===== src/rtl/bnn_operand_streamer.sv =====
// Operand sequencer for a binary neuron: clears the downstream accumulator, then pairs
// each accepted input byte with its stored weight and reports when the sign output settles.
module bnn_operand_streamer #(
    parameter int DEPTH        = 8,
    parameter int DRAIN_CYCLES = 2
) (
    input  logic                     clk,
    input  logic                     rst_n,
    input  logic                     ena,
    input  logic                     cfg_we,
    input  logic [$clog2(DEPTH)-1:0] cfg_addr,
    input  logic [7:0]               cfg_wdata,
    input  logic                     start,
    input  logic                     in_valid,
    input  logic [7:0]               in_data,
    output logic                     in_ready,
    output logic                     nrn_clear,
    output logic                     nrn_ena,
    output logic [7:0]               nrn_input,
    output logic [7:0]               nrn_weight,
    output logic                     nrn_last,
    output logic                     busy,
    output logic                     done
);
    localparam int AW = $clog2(DEPTH);
    localparam int DW = (DRAIN_CYCLES > 1) ? $clog2(DRAIN_CYCLES) : 1;
    localparam logic [AW-1:0] IDX_LAST   = AW'(DEPTH - 1);
    localparam logic [DW-1:0] DRAIN_LAST = DW'(DRAIN_CYCLES - 1);

    typedef enum logic [2:0] {
        S_IDLE   = 3'd0,
        S_CLEAR  = 3'd1,
        S_STREAM = 3'd2,
        S_DRAIN  = 3'd3,
        S_DONE   = 3'd4
    } state_t;

    state_t        r_state;
    state_t        w_next_state;
    logic [7:0]    r_mem [DEPTH];
    logic [AW-1:0] r_idx;
    logic [DW-1:0] r_drain;
    logic          r_nrn_ena;
    logic          r_nrn_last;
    logic [7:0]    r_nrn_input;
    logic [7:0]    r_nrn_weight;
    logic          w_beat;
    logic          w_last_beat;

    assign w_beat      = in_valid && in_ready;
    assign w_last_beat = w_beat && (r_idx == IDX_LAST);

    // Pulse-type controls are masked by ena so a stalled beat or pulse is shown once, later.
    assign in_ready   = (r_state == S_STREAM) && ena;
    assign nrn_clear  = (r_state == S_CLEAR) && ena;
    assign done       = (r_state == S_DONE) && ena;
    assign nrn_ena    = r_nrn_ena && ena;
    assign nrn_last   = r_nrn_last && ena;
    assign busy       = (r_state != S_IDLE);
    assign nrn_input  = r_nrn_input;
    assign nrn_weight = r_nrn_weight;

    // State register
    always_ff @(posedge clk) begin
        if (!rst_n) begin
            r_state <= S_IDLE;
        end else begin
            r_state <= w_next_state;
        end
    end

    // Next-state decode; everything freezes while ena is low
    always_comb begin
        w_next_state = r_state;
        if (ena) begin
            case (r_state)
                S_IDLE: begin
                    if (start) begin
                        w_next_state = S_CLEAR;
                    end else begin
                        w_next_state = S_IDLE;
                    end
                end
                S_CLEAR:  w_next_state = S_STREAM;
                S_STREAM: begin
                    if (w_last_beat) begin
                        w_next_state = S_DRAIN;
                    end else begin
                        w_next_state = S_STREAM;
                    end
                end
                S_DRAIN: begin
                    if (r_drain == DRAIN_LAST) begin
                        w_next_state = S_DONE;
                    end else begin
                        w_next_state = S_DRAIN;
                    end
                end
                S_DONE:   w_next_state = S_IDLE;
                default:  w_next_state = S_IDLE;
            endcase
        end else begin
            w_next_state = r_state;
        end
    end

    // Weight memory: writable only while idle so a frame always sees a stable set
    always_ff @(posedge clk) begin
        if (!rst_n) begin
            for (int i = 0; i < DEPTH; i++) begin
                r_mem[i] <= 8'h00;
            end
        end else if (ena && (r_state == S_IDLE) && cfg_we) begin
            r_mem[cfg_addr] <= cfg_wdata;
        end
    end

    // Beat index, drain counter and registered operand outputs
    always_ff @(posedge clk) begin
        if (!rst_n) begin
            r_idx        <= {AW{1'b0}};
            r_drain      <= {DW{1'b0}};
            r_nrn_ena    <= 1'b0;
            r_nrn_last   <= 1'b0;
            r_nrn_input  <= 8'h00;
            r_nrn_weight <= 8'h00;
        end else if (ena) begin
            if (r_state == S_CLEAR) begin
                r_idx <= {AW{1'b0}};
            end else if (w_beat) begin
                r_idx <= r_idx + AW'(1);
            end
            if (w_last_beat) begin
                r_drain <= {DW{1'b0}};
            end else if (r_state == S_DRAIN) begin
                r_drain <= r_drain + DW'(1);
            end
            r_nrn_ena  <= w_beat;
            r_nrn_last <= w_last_beat;
            if (w_beat) begin
                r_nrn_input  <= in_data;
                r_nrn_weight <= r_mem[r_idx];
            end
        end
    end
endmodule


===== config.mk =====
export PLATFORM = sky130hd
export DESIGN_NAME = bnn_operand_streamer
export DESIGN_NICKNAME = d
export VERILOG_FILES = /design/src/rtl/bnn_operand_streamer.sv
export SDC_FILE = /design/constraint.sdc
export NUM_CORES = 1
export LEC_CHECK = 0
export CAP_MARGIN = 20
export CORE_MARGIN = 5
export CORE_UTILIZATION = 43
export DETAILED_ROUTE_END_ITERATION = 10
export DONT_BUFFER_PORTS = 1
export PLACE_DENSITY = 0.58
export SKIP_CTS_REPAIR_TIMING = 1
export SLEW_MARGIN = 20
export SYNTH_ARGS = -nofsm -noshare
export SYNTH_HDL_FRONTEND = slang
export SYNTH_SLANG_ARGS = --single-unit

===== constraint.sdc =====
create_clock -name clk -period 3.4 [get_ports clk]
set_input_delay 0.68 -clock clk [delete_from_list [all_inputs] [get_ports clk]]
set_output_delay 0.68 -clock clk [all_outputs]
set_load 0.02 [all_outputs]

### After elaboration in Yosys (flattened, before gate mapping)

Memories as Yosys holds them, arrays and structs flattened. A register that Yosys moved wholly into a read port is not among the register bits.
Index checks and enable logic that the tools add are counted.
Widths: inputs -> output; s select.

* register bits: 17
* latch bits: 0
* memory bits (writable): 64
* ROM bits: 0
* input port bits: 25
* output and inout bits: 22
* word-level logic and storage cells: 47
* memories kept: 1

* add/subtract/negate cells: 2
* multipliers: 0
* div/mod/pow operators: 0
* magnitude comparators: 0
* eq/ne operators: 5
* shift-type cells: 0
* mux-type cells: 15
* bitwise operators: 0
* reduce and logical (&&, ||, !) cells: 18

Memory list
* r_mem: depth 8, bits a word 8, rd ports 1, clocked after memory_dff 1, write ports 8, RTL line 40 `logic [7:0] r_mem [DEPTH];`

Operators by type and width (count)
* $mux 3: 4
* $pmux 3 s4: 1
* $logic_and 1x1->1: 9
* $mux 1: 9
* $mux 8: 1
* $reduce_or 8->1: 1
* $eq 3x2->1 const B: 2
* $eq 3x3->1 const B: 2
* $reduce_and 2->1: 3
* $reduce_bool 2->1: 2
* $add 3x1->3 const B: 1
* $eq 3x1->1 const B: 1
* $logic_not 3->1: 1
* $reduce_bool 3->1: 1
* $add 1x1->1 const B: 1
* $logic_not 1->1: 1

### Logic depth before layout (Yosys ltp)

* word-level depth: 8
* depth in mapped cells: 7
* gate-level depth less buffers: 4

### Worst setup path after synthesis

OpenSTA, ideal clock, no wires.

* kind: input-to-reg
* from: input port ena
* to: memory r_mem[2][0] (enable)
* library setup time: 0.384 ns
* arrival time: 1.952 ns
* required time: 3.016 ns
* setup slack: 1.064 ns
* cell stages on the path: 5
* buffers on the path: 1
* cell sequence: nor2b_4 and4_1 buf_4 nand3b_4 o21ai_0

RTL lines
* start, declared: RTL line 9 `input logic ena,`
* end, declared: RTL line 40

==> results.txt <==
The worst-case clock skew came out at about 0.0086 ns. Power spread over the standard cell area amounts to 469 nW/um^2. The root buffer cell chosen for the clock tree is sky130_fd_sc_hd__clkbuf_8. The number of cells on the worst hold path is 1. Across the VDD grid, the largest voltage drop is 0.236 mV.

The signal on the critical path passes through nor2_1, and4_1, nand3b_4, o21ai_0, buf_4. The flow ran to the end, and the final reports show no timing, DRC or antenna violations. The transition time at the pin with the least slew margin is 0.804 ns.

The amount of wire on met3 after detailed routing came out at between 1000 and 1500 microns. The overall power after layout came out at 1.98 mW. The net count reported at finish came out at 342.

The total of max-cap violations came out at 0. The final critical path takes up 65.5% of the cycle. The DRC violation count after routing is 0. The vias after detailed routing is 2351.

STA classifies the critical path startpoint as a flop. The maximum fanout count along the critical path is 18. The warning count from the yosys run is 0.

The post-layout minimum cycle time came out at approximately 2.2 ns. The post-detailed-route via-to-cell ratio came out at 5.45. The area share of the leading cell type in the synthesized netlist came out at 47.8%. The die boundary width came out at roughly 110 microns.

The final weighted congestion in routability-driven placement came out at about 0.77. The overflow left after global routing is 0. The post-detailed-placement half-perimeter wirelength is 6210 microns. Counting cells, the worst reg-to-reg path comes to 5. The synthesized flop and latch total is about 90. The placement row count came out at 35. The cell accounting for the most synthesized area is sky130_fd_sc_hd__edfxtp_1. The area added between synthesis and finish is 4.92%. The overall global routing resource usage is 15.3%. The data arrival time of the worst path came out at between 2 and 2.5 ns. The initial standard-cell utilization of the core came out at between 40% and 50%. The first global-routing pass estimated 12800 microns of wire. The worst endpoint required time came out at 3.47 ns.

The number of buffers inserted by port buffering is 0. The type of element capturing the critical path is a flop. Setup repair after global routing left no endpoint under its margin.

The final-layout worst hold slack is 0.414 ns. Clock-pin slew was measured on the worst setup and hold paths at 0.09 ns. The post-route cell area came out at 4220 sq um.

The maximum root-to-sink buffer count came out at 2. The detailed router put a total of between 3000 and 4000 microns of wire on met1. The multi-input combinational cells in the finished layout cover a total of approximately 1400 sq um. In this run the vertical extent of the chip is roughly 110 microns. Counting the fill cells in the layout gives 841. The total leakage power came out at between 1 and 1.5 nW. The combined area of all synthesized cells came out at about 4000 sq um. The number of levels the H-tree was split into came out at 3. The setup TNS came out at 0 ns. In this run the count of I/O pins placed on the die edge is 47. The worst relative slew slack came out at a little under half. On the worst path, the slowest cell contributes a delay of 0.48 ns. Yosys attributes the largest share of cell area to sky130_fd_sc_hd__edfxtp_1 48%, sky130_fd_sc_hd__dfxtp_1 12%, sky130_fd_sc_hd__nor2_1 6.3%, sky130_fd_sc_hd__mux4_2 6.2%, sky130_fd_sc_hd__nand2_1 3.7%. Derived from the worst setup path, the maximum achievable clock frequency is 0.449 GHz.

Once detail routing completed, the nets flagged for antenna violations numbered 0. The die covers between 10000 and 15000 sq um. The mean instance size in the synthesized netlist came out at 12.7 sq um. The number of max-slew violations in the final report is 0. The min-delay analysis places its worst path in the category in2reg. The initial antenna violation count is 0. The routed length per instance is 19.2 microns. Signal routing reaches up to met4. The number of antenna diodes is 0. In the final layout, flip-flops and latches occupy approximately 2400 sq um. The total wirelength of the detailed-routed design is between 8000 and 9000 microns.

The total clock buffers created by CTS is 9. The final hold violation count came out at 0. The ratio of cells with drive above 1 in the final layout came out at a little over an eighth. TritonCTS built the clock tree. Entering global routing, the biggest net connects 36 pins. The core area came out at 9200 sq um. Among all stages on the critical path, the largest delay is contributed by sky130_fd_sc_hd__and4_1. The count of routing violations after the opening detailed-route iteration came out at just under 300. At the later pin of the worst-skew pair, clock insertion delay measures 0.35 ns. The number of global-route vias before repair is ~2300. For this run, the register share of the synthesized area comes to 60.3%.

Setup violations remaining at the end of the flow were counted as 0. The critical setup path kind is reg2reg. The length of routed met2 wiring is 3640 microns. The fraction of the core area covered by cells at the end of the flow came out at 45.8%. The number of nets in the synthesized netlist is 343. The area after detailed placement is 4040 sq um. The post-synthesis cell type count came out at 43. Before antenna repair, the detailed router went through 4 iterations.

The number of clock sinks seen by CTS is 89. The number of instances in the synthesized netlist is 316.
flip-flops by register name, indices dropped and copies added, names as in the netlist:
name,flops
r_idx,3
r_state,3
nrn_weight,8
r_mem,64
r_nrn_ena,1
r_drain,1
nrn_input,8
r_nrn_last,1
power breakdown:
part	internal (mW)	switching, mW
Combinational	0.0408	0.0591
Sequential	1.19	0.0217
Clock	0.276	0.385
per-stage QoR:
step           worst slack [ns]  instances
4_1_cts                    1.18        431
5_1_grt                    1.04        431
3_5_place_dp              0.953        415
2_1_floorplan              1.06        316
3_3_place_gp               1.04        415
6_report                   1.17        431
layer usage:
metal  vias up  track usage [%]
li1       1132                -
met1      1107             21.8
met2       110             22.7
met3         2             5.30
met4         0             3.56
met5         -                0
cells by family after synthesis:
| logic type | synth area share (%) |
|---|---|
| compound gates | 6.73 |
| xor+xnor | 0.218 |
| simple gates | 15.9 |
| fa+ha+maj | 0.623 |
| flops | 60.3 |
| mux | 11.4 |
| buf+inv | 4.86 |
cell usage after synthesis, drive strengths merged:
cell type	instances
xnor2	1
edfxtp	64
nand2	41
nand3b	4
mux2i	8
a22o	1
or3	1
nand2b	3
and3	4
a221oi	1
nor2	67
o21ai	17
o22ai	1
a21boi	13
dfxtp	25
and3b	2
nor2b	2
ha	2
and4	1
a22oi	1
inv	1
nand3	3
and2	3
and2b	1
a21o	1
nor3b	1
a21oi	9
buf	16
clkbuf	6
mux4	16
critical path: cells and delay by family, from the launching register on:
| family | cells | cell delay, ns |
|---|---|---|
| buffers and inverters | 1 | 0.22 |
| AND/OR/NAND/NOR | 3 | 0.96 |
| AO/OA/AOI/OAI | 1 | 0.33 |
| flip-flops | 1 | 0.43 |
cell type report:
cell class,instances,share of cell area (%)
clock inverter,6,1.13
multi-input combinational,204,33.2
inverter,1,0.0890
clock buffer,10,3.03
timing repair buffer,10,1.78
tap,111,3.29
sequential,89,57.5
final timing paths:
check                                              from                         to  slack (ns)
worst min-delay path                                ena    r_state[0]$_SDFFE_PN0P_        0.41
worst max-delay path            r_state[0]$_SDFFE_PN0P_  r_mem[5][3]$_SDFFCE_PN0P_        1.17
worst max register to register  r_state[0]$_SDFFE_PN0P_  r_mem[5][3]$_SDFFCE_PN0P_        1.17
worst min register to register   r_nrn_ena$_SDFFE_PN0P_     r_nrn_ena$_SDFFE_PN0P_        0.48
placed cells by master (no fill, tap or decap), types with 2 or more instances in the layout:
cell,count
sky130_fd_sc_hd__a21boi_0,9
sky130_fd_sc_hd__and2_1,3
sky130_fd_sc_hd__o21ai_0,9
sky130_fd_sc_hd__nand2_1,40
sky130_fd_sc_hd__a21boi_1,4
sky130_fd_sc_hd__mux2i_1,8
sky130_fd_sc_hd__nand3_1,2
sky130_fd_sc_hd__and3b_1,2
sky130_fd_sc_hd__mux4_1,5
sky130_fd_sc_hd__nand2b_1,3
sky130_fd_sc_hd__o21ai_1,7
sky130_fd_sc_hd__mux4_2,11
sky130_fd_sc_hd__a21oi_1,9
sky130_fd_sc_hd__edfxtp_1,64
sky130_fd_sc_hd__buf_4,10
sky130_fd_sc_hd__and3_1,3
sky130_fd_sc_hd__clkbuf_8,9
sky130_fd_sc_hd__nand3b_1,2
sky130_fd_sc_hd__ha_1,2
sky130_fd_sc_hd__nor2_1,67
sky130_fd_sc_hd__inv_6,4
sky130_fd_sc_hd__dfxtp_1,25
sky130_fd_sc_hd__nand3b_4,2
(Power assumes the default switching activity.)
